**config.mk**
```make
export PLATFORM = sky130hd
export DESIGN_NAME = fifo_rd_ctrl
export DESIGN_NICKNAME = d
export VERILOG_FILES = /design/src/rtl/async_fifo_pkg.sv /design/src/rtl/sync_2ff.sv /design/src/rtl/fifo_rd_ctrl.sv
export SDC_FILE = /design/constraint.sdc
export NUM_CORES = 1
export LEC_CHECK = 0
export ABC_AREA = 1
export BUFFER_PORTS_ARGS = -buffer_cell sky130_fd_sc_hd__buf_2
export CAP_MARGIN = 40
export CORE_ASPECT_RATIO = 1.25
export CORE_UTILIZATION = 55
export CTS_CLUSTER_SIZE = 25
export DETAILED_ROUTE_END_ITERATION = 8
export GPL_TIMING_DRIVEN = 0
export PLACE_DENSITY = 0.81
export SKIP_CTS_REPAIR_TIMING = 1
export SLEW_MARGIN = 20
export SYNTH_ARGS = -nofsm -noshare
export SYNTH_HDL_FRONTEND = slang
export SYNTH_SLANG_ARGS = --single-unit
```
**constraint.sdc**
```tcl
create_clock -name clk_i -period 4.5 [get_ports clk_i]
set_input_delay 0.9 -clock clk_i [delete_from_list [all_inputs] [get_ports clk_i]]
set_output_delay 0.9 -clock clk_i [all_outputs]
set_load 0.01 [all_outputs]
```
**src/rtl/async_fifo_pkg.sv**
```systemverilog
// Shared definitions for the async FIFO read/write controllers: Gray-code
// helpers, pointer width derivation and output-buffer occupancy codes.
package async_fifo_pkg;

  localparam int GRAY_MAX_W = 32;

  localparam logic [1:0] BUF_EMPTY = 2'd0;
  localparam logic [1:0] BUF_ONE   = 2'd1;
  localparam logic [1:0] BUF_TWO   = 2'd2;

  // One extra pointer bit distinguishes full from empty.
  function automatic int ptr_width(input int depth);
    return depth + 1;
  endfunction

  // Width-generic: callers zero-extend to GRAY_MAX_W and truncate the result.
  function automatic logic [GRAY_MAX_W-1:0] bin2gray(input logic [GRAY_MAX_W-1:0] b);
    return b ^ (b >> 1);
  endfunction

  function automatic logic [GRAY_MAX_W-1:0] gray2bin(input logic [GRAY_MAX_W-1:0] g);
    logic [GRAY_MAX_W-1:0] b;
    b[GRAY_MAX_W-1] = g[GRAY_MAX_W-1];
    for (int i = GRAY_MAX_W - 2; i >= 0; i--) begin
      b[i] = b[i+1] ^ g[i];
    end
    return b;
  endfunction

endpackage

```
**src/rtl/sync_2ff.sv**
```systemverilog
// Two-flop synchronizer for a Gray-coded pointer crossing clock domains.
module sync_2ff #(
  parameter int WIDTH = 4
) (
  input  logic             clk_i,
  input  logic             rst_i,
  input  logic [WIDTH-1:0] d_i,
  output logic [WIDTH-1:0] q_o
);

  logic [WIDTH-1:0] stage1;

  always_ff @(posedge clk_i or posedge rst_i) begin
    if (rst_i) begin
      stage1 <= '0;
      q_o    <= '0;
    end else begin
      stage1 <= d_i;
      q_o    <= stage1;
    end
  end

endmodule

```
**src/rtl/fifo_rd_ctrl.sv**
```systemverilog
// Read-domain controller of the async FIFO: pointer sync, empty/level, and
// RAM read sequencing into a 2-entry first-word-fall-through output buffer.
module fifo_rd_ctrl
  import async_fifo_pkg::*;
#(
  parameter int FIFO_DEPTH = 8,
  parameter int DATA_WIDTH = 32,
  localparam int PW = ptr_width(FIFO_DEPTH)
) (
  input  logic                  clk_i,
  input  logic                  rst_i,
  input  logic [PW-1:0]         wr_ptr_gray_i,
  output logic [PW-1:0]         rd_ptr_gray_o,
  output logic                  ram_rd_en_o,
  output logic [FIFO_DEPTH-1:0] ram_rd_addr_o,
  input  logic [DATA_WIDTH-1:0] ram_rd_data_i,
  output logic [DATA_WIDTH-1:0] rd_data_o,
  output logic                  rd_valid_o,
  input  logic                  rd_ready_i,
  output logic                  empty_o,
  output logic [PW-1:0]         rd_level_o
);

  logic [PW-1:0]         wsync2;
  logic [PW-1:0]         wr_bin_s;
  logic [PW-1:0]         rd_bin;
  logic [PW-1:0]         rd_bin_nxt;
  logic [1:0]            buf_cnt;
  logic [1:0]            buf_cnt_nxt;
  logic [2:0]            occ;
  logic                  inflight;
  logic                  pop;
  logic                  issue;
  logic                  cap;
  logic                  cap_head;
  logic [DATA_WIDTH-1:0] skid;

  sync_2ff #(.WIDTH(PW)) u_wsync (
    .clk_i (clk_i),
    .rst_i (rst_i),
    .d_i   (wr_ptr_gray_i),
    .q_o   (wsync2)
  );

  assign wr_bin_s   = PW'(gray2bin(GRAY_MAX_W'(wsync2)));
  assign rd_bin_nxt = rd_bin + PW'(1);

  // Full PW-bit Gray compare keeps empty detection correct across wrap.
  assign empty_o = (rd_ptr_gray_o == wsync2);

  assign pop = rd_valid_o & rd_ready_i;
  assign cap = inflight;
  // Words held or owed to the buffer after this cycle's pop.
  assign occ   = {1'b0, buf_cnt} + {2'b00, inflight} - {2'b00, pop};
  assign issue = !empty_o && (occ < {1'b0, BUF_TWO});

  assign ram_rd_en_o   = issue;
  assign ram_rd_addr_o = rd_bin[FIFO_DEPTH-1:0];

  assign cap_head = cap && ((buf_cnt == BUF_EMPTY) || ((buf_cnt == BUF_ONE) && pop));

  always_comb begin
    buf_cnt_nxt = buf_cnt;
    case ({pop, cap})
      2'b10:   buf_cnt_nxt = buf_cnt - 2'd1;
      2'b01:   buf_cnt_nxt = buf_cnt + 2'd1;
      default: buf_cnt_nxt = buf_cnt;
    endcase
  end

  // Pointer / issue stage
  always_ff @(posedge clk_i or posedge rst_i) begin
    if (rst_i) begin
      rd_bin        <= '0;
      rd_ptr_gray_o <= '0;
      inflight      <= 1'b0;
      rd_level_o    <= '0;
    end else begin
      if (issue) begin
        rd_bin        <= rd_bin_nxt;
        rd_ptr_gray_o <= PW'(bin2gray(GRAY_MAX_W'(rd_bin_nxt)));
      end
      inflight   <= issue;
      rd_level_o <= wr_bin_s - rd_bin;
    end
  end

  // Capture / output buffer stage
  always_ff @(posedge clk_i or posedge rst_i) begin
    if (rst_i) begin
      buf_cnt    <= BUF_EMPTY;
      rd_valid_o <= 1'b0;
      rd_data_o  <= '0;
      skid       <= '0;
    end else begin
      buf_cnt    <= buf_cnt_nxt;
      rd_valid_o <= (buf_cnt_nxt != BUF_EMPTY);
      if (cap_head) begin
        rd_data_o <= ram_rd_data_i;
      end else if (pop) begin
        rd_data_o <= skid;
      end
      if (cap && !cap_head) begin
        skid <= ram_rd_data_i;
      end
    end
  end

endmodule

```
==> metrics.md, run 1 <==
| Metric | Value |
|---|---|
| TritonRoute pass-1 iters | `4` |
| Fin crit share | `89.69%` |
| Final Instance Area | `5977 um^2` |
| Tmin final | `4.036 ns` |
| First-pass GRT wire length | `19140 um` |
| Initial antenna violation count | `0` |
| Adder and majority gate portion of the synthesized area | `3.976%` |
| Die width | `88.11 um` |
| CTS Sinks | `112` |
| Largest family of logic cells by synthesized area | `simple AND/OR/NAND/NOR gates` |
| Status | `completed` |
| CTS max path bufs | `2` |
| F_max | `0.2478 GHz` |
| Cells after synthesis | `544` |
| Min-delay src | `u_wsync.stage1[7]$_DFF_PP0_` |
| PortBufs | `104` |
| RR Endpoint | `rd_level_o[8]$_DFF_PP0_` |
| Max IR drop VDD | `0.0003890 V` |
| Total wire length | `11500 um` |
| GP Congestion | `0.8500` |
| Initial Util | `57.64%` |
| Max FO, Critical Path | `16` |
| Drt drc | `0` |
| Placed inst area | `5801 um^2` |
| H-tree depth | `3` |
| Drt wl/cell | `14.67 um` |
| Max-slew headroom | `65.55%` |
| RSZ-0062 raised after global routing | `no` |
| Seq/Total Area, Yosys | `54.98%` |
| Die Span Y | `109.6 um` |
| Worst Path Required | `3.60 ns` |
| DRT antenna net count | `0` |
| Post-DP HPWL | `8563 um` |
| Synth warn | `0` |
| Share of cells above drive strength 1 | `22.14%` |
| Slew Limit Fails | `0` |
| Final hold vios | `0` |
| #FFs+latches synth | `112` |
| Setup Viol. Count Final | `0` |
| XOR/XNOR Fraction of Synth Area | `3.436%` |
| Vias in the first global route | `4222` |
| Post-synthesis compound-gate area fraction | `10.70%` |
| Crit path kind | `in -> out` |
| Fillers | `713` |
| Detailed-route via count | `4249` |
| Avg Inst Size Synth | `9.370 um^2` |
| Leakage Power | `3.070 nW` |
| Crit start category | `input pin` |
| FF/Latch Area | `2803 um^2` |
| Max-cap viol count | `0` |
| Root Buffer Master | `clkbuf_8` |
| Syn Nets | `603` |
| Clock latency on the worst-skew pair | `0.36 ns` |
| Setup slack after layout | `0.4637 ns` |
| Hold-critical path endpoint | `u_wsync.q_o[7]$_DFF_PP0_` |
| Clk pin slew, worst setup/hold paths | `0.09 ns` |
| Antenna cell count | `0` |
| Hold path cells | `0` |
| Leading area contributor after synthesis | `dfrtp_1` |
| Post-synthesis mux area share | `0%` |
| Pre-CTS WS | `0.1944 ns` |
| Ports | `105` |
| Num rows | `38` |
| Simple-gate share of the synthesized area | `19.42%` |
| Worst R2R Setup Slack | `1.33 ns` |
| Worst min-delay path class | `reg -> reg` |
| Post-DR vias/cell | `5.420` |
| CTS tree | `yes` |
| Grt ovf | `0` |
| Core area | `8843 um^2` |
| Area delta synth->final | `17.26%` |
| Total power | `4.100 mW` |
| DIE AREA | `9659 um^2` |
| Final Skew | `0.006903 ns` |
| Multi-input logic area | `1913 um^2` |
| Post-Syn Area | `5097 um^2` |
| Final Net Count | `718` |
| PwrDens | `685.9 nW/um^2` |
| Initial DRC Count | `172` |
| GRT Total Usage | `25.88%` |
| Cts bufs inserted | `9` |
| Yosys top cell area share | `54.98%` |
| Crit path capture type | `primary output` |
| Worst slew pin tran | `0.5167 ns` |
| R2R Path Start | `u_wsync.q_o[8]$_DFF_PP0_` |
| Worst r2r path cells | `24` |
| Largest net degree at the start of global routing | `66` |
| Cell variety after synth | `31` |
| Fin Setup TNS | `0 ns` |
| Top post-synthesis cells by area | `dfrtp_1 (55%), nand3_1 (8.5%), nand2_1 (6.3%)` |
| Worst EP arrival | `3.14 ns` |
-- cell families after synthesis --
family / after synthesis
simple gates: 211
buf+inv: 97
flops: 112
compound gates: 89
fa+ha+maj: 15
xor+xnor: 20
-- registers in the layout, summed over array words and instances, names as in the netlist --
register,cells
rd_level_o,9
rd_data_o,32
rd_valid_o,1
cap,1
rd_bin,8
rd_ptr_gray_o,9
skid,32
u_wsync.stage1,9
buf_cnt,2
u_wsync.q_o,9
-- layout make-up --
| cell class | instances | area share, % |
|---|---|---|
| flip-flops and latches | 112 | 46.89 |
| multi-input cells | 335 | 32.01 |
| repair buffers | 105 | 9.169 |
| inverters | 73 | 4.668 |
| well taps | 120 | 2.512 |
| clock buffers | 12 | 2.261 |
| plain buffers | 23 | 1.737 |
| clock inverters | 4 | 0.7536 |
-- worst max path at each step --
stage / from / endpoint / cells after the start
3_3_place_gp: rst_i / rd_data_o[0]$_DFFE_PP0P_ / 2
3_5_place_dp: rd_ready_i / ram_rd_en_o / 13
6_report: rd_ready_i / ram_rd_en_o / 12
4_1_cts: rd_ready_i / ram_rd_en_o / 13
5_1_grt: rd_ready_i / ram_rd_en_o / 12
2_1_floorplan: rst_i / buf_cnt[0]$_DFF_PP0_ / 1
-- through the flow --
stage,instances,utilization [%],hold WS [ns]
after detailed placement,769,65.59,0.3347
after floorplan,544,-,0.3312
after CTS,785,67.63,0.3551
final,784,67.59,0.3558
after global placement,768,65.22,0.3334
after global routing,784,67.59,0.3610
-- placed cells by master, fill, tap and decap left out, drive strengths merged --
master  netlist  routed
a21boi        3       3
nor2         14      14
bufinv        0       1
xor2         14      14
o21ai        47      47
clkinv        0       3
nand2        96      96
xnor2         6       6
nand4         2       2
fa            2       2
buf           8     113
a21oi         2       2
o211ai       33      33
inv          73      73
clkbuf       16      27
o31ai         1       1
dfrtp       112     112
or2           4       4
nor4          1       1
o21bai        3       3
ha           13      13
nor3          1       1
nand3        93      93
-- per-layer routing --
metal | share of wire, % | global-route usage [%]
met1 | 40 | 31.24
met2 | 51 | 44.02
met3 | 6.1 | 5.781
met4 | 2.7 | 11.98
met5 | 0 | 0
-- Yosys cell counts --
library cell,number
dfrtp_1,112
nand3_1,87
nand2_1,86
inv_1,70
o21ai_0,43
o211ai_1,33
clkbuf_1,16
xor2_1,14
ha_1,13
nor2_1,13
nand2_2,9
nand3_2,6
xnor2_1,6
buf_2,5
o21ai_1,4
a21boi_0,3
inv_2,3
o21bai_1,3
or2_1,3
a21oi_1,2
fa_1,2
nand4_1,2
buf_1,1
buf_4,1
buf_6,1
nand2_4,1
nor2_2,1
nor3_1,1
nor4_1,1
o31ai_1,1
or2_2,1
-- power by group --
| part | internal, mW | switching [mW] |
|---|---|---|
| sequential | 1.41 | 0.236 |
| combinational | 0.706 | 1.17 |
| clock | 0.256 | 0.327 |
| total | 2.37 | 1.73 |
-- critical path: stages --
cell,delay [ns]
buf_2,0.09
nand2_2,0.12
inv_2,0.26
ha_1,0.29
inv_1,0.11
nand2_1,0.10
fa_1,0.48
o21ai_0,0.07
a21oi_1,0.22
nand2_4,0.14
inv_2,0.18
buf_2,0.17
No activity file was read; power rests on OpenSTA's default activity.
==> inputs of run 2 (changes only) <==
Settings changed: CORE_ASPECT_RATIO 1.25 to unset, CORE_MARGIN set to 4.
==> run 2 against run 1 <==
Net effect:
- utilization decreased by 0.25 points
- non-clock buffer count unchanged
- setup slack better by 0.044 ns
- sequential power is essentially flat
- critical path type unchanged
- largest cell class unchanged
==> metrics.md, run 2 (same netlist as run 1, synthesis figures left out) <==
| Metric | Value |
|---|---|
| Status | `completed` |
| Clk pwr share | `13.7% (-0.5 points)` |
| Antenna cell count | `0 (unchanged)` |
| Worst path max stage delay | `0.48 ns (about the same)` |
| Sw frac | `42.96% (+0.77 points)` |
| Pre-CTS WS | `0.1895 ns (-0.004927 ns)` |
| Post-DP HPWL | `8534 um (-0.34%)` |
| Initial Util | `57.61% (about the same)` |
| Max-cap viol count | `0 (unchanged)` |
| Max-slew headroom | `66.56% (+1.0 points)` |
| Clk pin slew, worst setup/hold paths | `0.11 ns (+0.02 ns)` |
| Drt wl/cell | `14.82 um (+1.0%)` |
| Ports | `105 (unchanged)` |
| Reg power frac | `40.5% (+0.4 points)` |
| Tmin final | `3.993 ns (-0.04375 ns)` |
| Max IR drop VDD | `0.0003852 V (-0.96%)` |
| Clock latency on the worst-skew pair | `0.37 ns (about the same)` |
| Psw | `1.747 mW (+1.0%)` |
| Largest registers | `rd_data_o (32), skid (32)` |
| Cts bufs inserted | `9 (unchanged)` |
| RSZ-0062 raised after global routing | `no` |
| Worst min-delay path class | `reg -> reg` |
| Total power | `4.067 mW (-0.80%)` |
| Setup slack after layout | `0.5075 ns (+0.04375 ns)` |
| Total wire length | `11440 um (-0.52%)` |
| Cell family with most CP delay | `buffers and inverters` |
| Detailed-route via count | `4132 (-2.8%)` |
| First-pass GRT wire length | `19780 um (+3.3%)` |
| Power Internal | `2.320 mW (-2.1%)` |
| Grt ovf | `0 (unchanged)` |
| Commonest non-fill, non-tap cell in the layout | `dfrtp_1` |
| Critical path buffer and inverter count | `5 (unchanged)` |
| Final Instance Area | `5958 um^2 (-0.31%)` |
| Final hold vios | `0 (unchanged)` |
| Num rows | `34 (-11%)` |
| Area delta synth->final | `16.89%` |
| Combinational share of power | `45.8% (about the same)` |
| Drt drc | `0 (unchanged)` |
| PortBufs | `104 (unchanged)` |
| Max stage delay cell, worst path | `fa_1` |
| F_max | `0.2505 GHz (+1.1%)` |
| Vias in the first global route | `4171 (-1.2%)` |
| Core area | `8848 um^2 (about the same)` |
| Crit start category | `input pin` |
| Largest net degree at the start of global routing | `84 (+27%)` |
| Most frequent cells in the layout | `dfrtp_1 (112), buf_2 (109), nand3_1 (87), nand2_1 (86), inv_1 (69)` |
| Worst R2R Setup Slack | `1.40 ns (+0.07 ns)` |
| PwrDens | `682.6 nW/um^2 (-0.49%)` |
| Root Buffer Master | `clkbuf_8` |
| Final Skew | `0.008456 ns (+0.001553 ns)` |
| Min Hold Slack | `0.3578 ns (+0.002046 ns)` |
| Initial DRC Count | `196 (+14%)` |
| Worst slew pin tran | `0.5015 ns (-0.01520 ns)` |
| H-tree depth | `3 (unchanged)` |
| Worst Path Required | `3.60 ns (about the same)` |
| CTS max path bufs | `2 (unchanged)` |
| CTS tree | `yes` |
| Max FO, Critical Path | `16 (unchanged)` |
| DIE AREA | `10870 um^2 (+13%)` |
| TritonRoute pass-1 iters | `5 (+1)` |
| DRT antenna net count | `0 (unchanged)` |
| Leakage Power | `3.067 nW (-0.12%)` |
| Initial antenna violation count | `0 (unchanged)` |
| Final Net Count | `718 (unchanged)` |
| GRT Total Usage | `22.08% (-3.8 points)` |
| Setup Viol. Count Final | `0 (unchanged)` |
| CTS Sinks | `112 (unchanged)` |
| Post-DR vias/cell | `5.352 (-1.2%)` |
| Die Span Y | `104.3 um (-4.9%)` |
| Die width | `104.3 um (+18%)` |
| Worst EP arrival | `3.09 ns (-0.05 ns)` |
| Crit path kind | `in -> out` |
| GP Congestion | `0.8493 (about the same)` |
| Share of cells above drive strength 1 | `22.59% (+0.45 points)` |
| Crit path cell chain | `buf_2, nand2_2, inv_2, ha_1, inv_1, nand2_1, fa_1, o21ai_0, a21oi_1, nand2_4, inv_2, buf_2` |
| Placed inst area | `5786 um^2 (-0.26%)` |
| Fin crit share | `88.72% (-0.97 points)` |
| Crit path capture type | `primary output` |
| Slew Limit Fails | `0 (unchanged)` |
==> run 2: cell count changes in the layout (fill, tap and decap cells not counted) <==
cell        before  now
clkinv_2         3    2
clkbuf_1        18   15
clkinv_4         0    1
bufinv_16        1    0
inv_6            1    4
clkinvlp_4       0    1
==> run 2: through the flow <==
step                      setup TNS, ns  utilization (%)  std cells
after global routing                  0            67.34        772
after floorplan                       0                -        544
after CTS                             0            67.38        773
after global placement           -59.10            65.02        756
after detailed placement              0            65.38        757
final                                 0            67.34        772
==> run 2: layout make-up <==
type,count,area (um^2)
Tap cell,108,135.1
Timing Repair Buffer,105,548.0
Inverter,73,279.0
Buffer,23,103.9
Clock inverter,7,52.55
Multi-Input combinational cell,335,1913
Sequential cell,112,2803
Fill cell,732,2890
Clock buffer,9,123.9
==> run 2: power groups by stage <==
stage / sequential (mW) / clock (mW) / combinational [mW]
floorplan: 1.73 / 0 / 1.16
global placement: 1.64 / 0 / 1.80
detailed placement: 1.66 / 0 / 1.87
CTS: 1.64 / 0.566 / 1.88
global route: 1.69 / 0.623 / 2.12
finish: 1.65 / 0.558 / 1.86
==> run 2: path summary, 6_finish.rpt <==
check / from / endpoint / cells after the start
min: u_wsync.stage1[0]$_DFF_PP0_ / u_wsync.q_o[0]$_DFF_PP0_ / 0
min reg2reg: u_wsync.stage1[0]$_DFF_PP0_ / u_wsync.q_o[0]$_DFF_PP0_ / 0
max: rd_ready_i / ram_rd_en_o / 12
max in group asynchronous: rst_i / rd_data_o[8]$_DFFE_PP0P_ / 3
max reg2reg: u_wsync.q_o[7]$_DFF_PP0_ / rd_level_o[8]$_DFF_PP0_ / 23
min in group asynchronous: rst_i / rd_level_o[2]$_DFF_PP0_ / 2
==> run 2: worst register-to-register path, delay by kind of cell, from the launching register on <==
family                     cells  cell delay [ns]
and+or+nand+nor               16             1.46
adders and majority gates      2             0.54
DFF                            1             0.44
AOI/OAI and AO/OA              2             0.26
buffers and inverters          2             0.13
xor gates and xnor gates       1             0.12
==> run 2: routing by layer <==
layer	GRT usage, %	vias up	wire (um)	share of wire, %
li1	-	2017	-	-
met1	29.47	1958	4911	43
met2	36.95	148	5720	50
met3	5.338	9	704	6.2
met4	4.463	0	104	0.91
met5	0	-	0	0
==> inputs of run 3 (changes only) <==
Settings changed: SYNTH_HIERARCHICAL set to 1.
==> run 3 against run 2 <==
Net effect:
- via count up 1.9%
- count of clock-buffer cells in the layout unchanged
- non-clock buffer count stayed put
- critical path depth is the same
- die area grew 0.79%
- design area rose by 0.80%
- synthesized area up 0.86%
- flip-flop and latch count unchanged
- first-iteration DRC count is 27% higher
- sequential share of layout area fell by 0.37 points
- clock skew up 0.0094 ns
==> metrics.md, run 3 <==
| Metric | Value |
|---|---|
| FF/Latch Area | `2803 um^2 (unchanged)` |
| Fillers | `718 (-1.9%)` |
| Crit path cell chain | `buf_2, nand2_2, inv_2, ha_1, inv_1, nand2_1, fa_1, o21ai_0, a21oi_1, nand2_4, inv_2, buf_2` |
| Syn Nets | `606 (+0.50%)` |
| Adder and majority gate portion of the synthesized area | `3.943% (-0.034 points)` |
| Die width | `104.7 um (+0.39%)` |
| Max-cap viol count | `0 (unchanged)` |
| Setup Viol. Count Final | `0 (unchanged)` |
| Cells after synthesis | `547 (+0.55%)` |
| Post-DR vias/cell | `5.410 (+1.1%)` |
| Total wire length | `11760 um (+2.8%)` |
| Clk pwr share | `13.7% (about the same)` |
| Share of cells above drive strength 1 | `23.39% (+0.80 points)` |
| Pre-CTS WS | `0.1720 ns (-0.01751 ns)` |
| CTS tree | `yes` |
| Crit path kind | `in -> out` |
| Worst EP arrival | `3.13 ns (+0.04 ns)` |
| Worst path max stage delay | `0.49 ns (about the same)` |
| Final hold vios | `0 (unchanged)` |
| Status | `completed` |
| Sw frac | `43.22% (+0.26 points)` |
| Largest registers | `rd_data_o (32), skid (32)` |
| Final Skew | `0.01782 ns (+0.009364 ns)` |
| Antenna cell count | `0 (unchanged)` |
| R2R Path Start | `u_wsync/q_o[8]$_DFF_PP0_` |
| Top post-synthesis cells by area | `dfrtp_1 (55%), nand3_1 (8.2%), nand2_1 (6.6%)` |
| Clock latency on the worst-skew pair | `0.38 ns (about the same)` |
| Max FO, Critical Path | `16 (unchanged)` |
| H-tree depth | `3 (unchanged)` |
| DIE AREA | `10960 um^2 (+0.79%)` |
| Combinational share of power | `46.0% (+0.2 points)` |
| #FFs+latches synth | `112 (unchanged)` |
| F_max | `0.2479 GHz (-1.0%)` |
| Drt wl/cell | `15.12 um (+2.0%)` |
| Worst slew pin tran | `0.6259 ns (+0.1244 ns)` |
| Root Buffer Master | `clkbuf_8` |
| Most frequent cells in the layout | `dfrtp_1 (112), buf_2 (109), nand2_1 (90), nand3_1 (84), inv_1 (71)` |
| RSZ-0062 raised after global routing | `no` |
| Cts bufs inserted | `9 (unchanged)` |
| Core area | `9153 um^2 (+3.4%)` |
| Ys async rst share | `100.0% (unchanged)` |
| Synth warn | `6 (+6)` |
| Cell family with most CP delay | `buffers and inverters` |
| Max stage delay cell, worst path | `fa_1` |
| Post-DP HPWL | `8840 um (+3.6%)` |
| Num rows | `35 (+2.9%)` |
| Largest net degree at the start of global routing | `74 (-12%)` |
| Grt ovf | `0 (unchanged)` |
| GP Congestion | `0.8618 (+1.5%)` |
| Post-Syn Area | `5141 um^2 (+0.86%)` |
| Fin crit share | `89.64% (+0.92 points)` |
| Crit path capture type | `primary output` |
| Synth top cells by count | `dfrtp_1 (112), nand2_1 (90), nand3_1 (84)` |
| Leading area contributor after synthesis | `dfrtp_1` |
| DRT antenna net count | `0 (unchanged)` |
| Number of synthesized flops with an enable pin | `0 (unchanged)` |
| Post-synthesis compound-gate area fraction | `10.42% (-0.29 points)` |
| CTS Sinks | `112 (unchanged)` |
| Cell variety after synth | `32 (+3.2%)` |
| CTS max path bufs | `2 (unchanged)` |
| Largest family of logic cells by synthesized area | `simple AND/OR/NAND/NOR gates` |
| Setup slack after layout | `0.4660 ns (-0.04148 ns)` |
| Clk pin slew, worst setup/hold paths | `0.10 ns (about the same)` |
| Detailed-route via count | `4209 (+1.9%)` |
| Initial antenna violation count | `0 (unchanged)` |
| Final Net Count | `721 (+0.42%)` |
| GRT Total Usage | `22.42% (+0.34 points)` |
| Synth Flop Type | `dfrtp_1` |
| Fin Setup TNS | `0 ns (unchanged)` |
| Vias in the first global route | `4320 (+3.6%)` |
| Area delta synth->final | `16.82% (about the same)` |
| Commonest non-fill, non-tap cell in the layout | `dfrtp_1` |
| Drt drc | `0 (unchanged)` |
| Simple-gate share of the synthesized area | `20.15% (+0.74 points)` |
| Max-slew headroom | `58.23% (-8.3 points)` |
| Initial Util | `56.17% (-1.4 points)` |
| Initial DRC Count | `249 (+27%)` |
| Yosys top cell area share | `54.51% (-0.47 points)` |
| Worst Setup SP | `rd_ready_i` |
| TritonRoute pass-1 iters | `4 (-1)` |
| Max IR drop VDD | `0.0005485 V (+42%)` |
| Leakage Power | `3.074 nW (+0.23%)` |
| Critical path buffer and inverter count | `5 (unchanged)` |
| PwrDens | `682.8 nW/um^2 (about the same)` |
| Seq/Total Area, Yosys | `54.51% (-0.47 points)` |
| Post-synthesis mux area share | `0% (unchanged)` |
| XOR/XNOR Fraction of Synth Area | `3.407% (-0.029 points)` |
| PortBufs | `104 (unchanged)` |
| Ports | `105 (unchanged)` |
| Reg power frac | `40.3% (-0.2 points)` |
| First-pass GRT wire length | `20200 um (+2.1%)` |
| Count leader, synth | `dfrtp_1` |
| Tmin final | `4.034 ns (+0.04148 ns)` |
| Worst Path Required | `3.60 ns (about the same)` |
| Worst min-delay path class | `reg -> reg` |
| Avg Inst Size Synth | `9.399 um^2 (+0.31%)` |
| Slew Limit Fails | `0 (unchanged)` |
| Crit start category | `input pin` |
| Multi-input logic area | `1949 um^2 (+1.9%)` |
| Power Internal | `2.328 mW (+0.37%)` |
| Psw | `1.772 mW (+1.4%)` |
| Die Span Y | `104.7 um (+0.39%)` |
| Min-delay src | `u_wsync/stage1[0]$_DFF_PP0_` |
==> run 3: per-stage QoR <==
step | power [mW] | std cells | hold slack, ns | util [%] | instance area (um^2)
5_1_grt | 4.447 | 778 | 0.3612 | 65.62 | 6006
4_1_cts | 4.123 | 779 | 0.3588 | 65.66 | 6010
3_5_place_dp | 3.559 | 763 | 0.3347 | 63.73 | 5833
3_3_place_gp | 3.455 | 762 | 0.3315 | 63.38 | 5801
6_report | 4.101 | 778 | 0.3562 | 65.62 | 6006
2_1_floorplan | 2.908 | 547 | 0.3312 | - | 5141
==> run 3: final timing paths <==
| kind | cells past startpoint | slack, ns | to |
|---|---|---|---|
| min | 0 | 0.36 | u_wsync/q_o[0]$_DFF_PP0_ |
| min reg2reg | 0 | 0.36 | u_wsync/q_o[0]$_DFF_PP0_ |
| max reg2reg | 23 | 1.35 | rd_level_o[8]$_DFF_PP0_ |
| min in group asynchronous | 2 | 0.46 | rd_level_o[1]$_DFF_PP0_ |
| max in group asynchronous | 3 | 3.40 | skid[0]$_DFFE_PP0P_ |
| max | 12 | 0.47 | ram_rd_en_o |
==> run 3: power groups by stage <==
stage	combinational (mW)	clock (mW)	sequential, mW
5_1_grt	2.13	0.615	1.70
3_5_place_dp	1.89	0	1.67
6_report	1.89	0.562	1.65
4_1_cts	1.91	0.570	1.65
2_1_floorplan	1.18	0	1.73
3_3_place_gp	1.81	0	1.65
==> run 3: cells by family (layout without fill, tap and decap cells) <==
kind of cell / count (synthesis) / after routing
AO/OA/AOI/OAI: 87 / 87
buffers and inverters: 99 / 219
XOR/XNOR: 20 / 20
AND/OR/NAND/NOR: 214 / 214
flip-flops: 112 / 112
adder cells (fa/ha/maj): 15 / 15
==> run 3: final cells by class <==
| class | count | area share (%) |
|---|---|---|
| repair buffers | 105 | 9.125 |
| clock inverters | 7 | 0.8750 |
| well taps | 111 | 2.312 |
| multi-input cells | 336 | 32.46 |
| inverters | 75 | 4.771 |
| flip-flops and latches | 112 | 46.67 |
| clock buffers | 9 | 2.063 |
| plain buffers | 23 | 1.729 |
==> run 3: per-layer routing <==
| metal | GRT usage (%) | vias up | part of all wire, % |
|---|---|---|---|
| li1 | - | 2025 | - |
| met2 | 37.87 | 130 | 50 |
| met4 | 8.247 | 0 | 2.0 |
| met1 | 29.16 | 2032 | 43 |
| met3 | 3.891 | 22 | 5.7 |
| met5 | 0 | - | 0 |
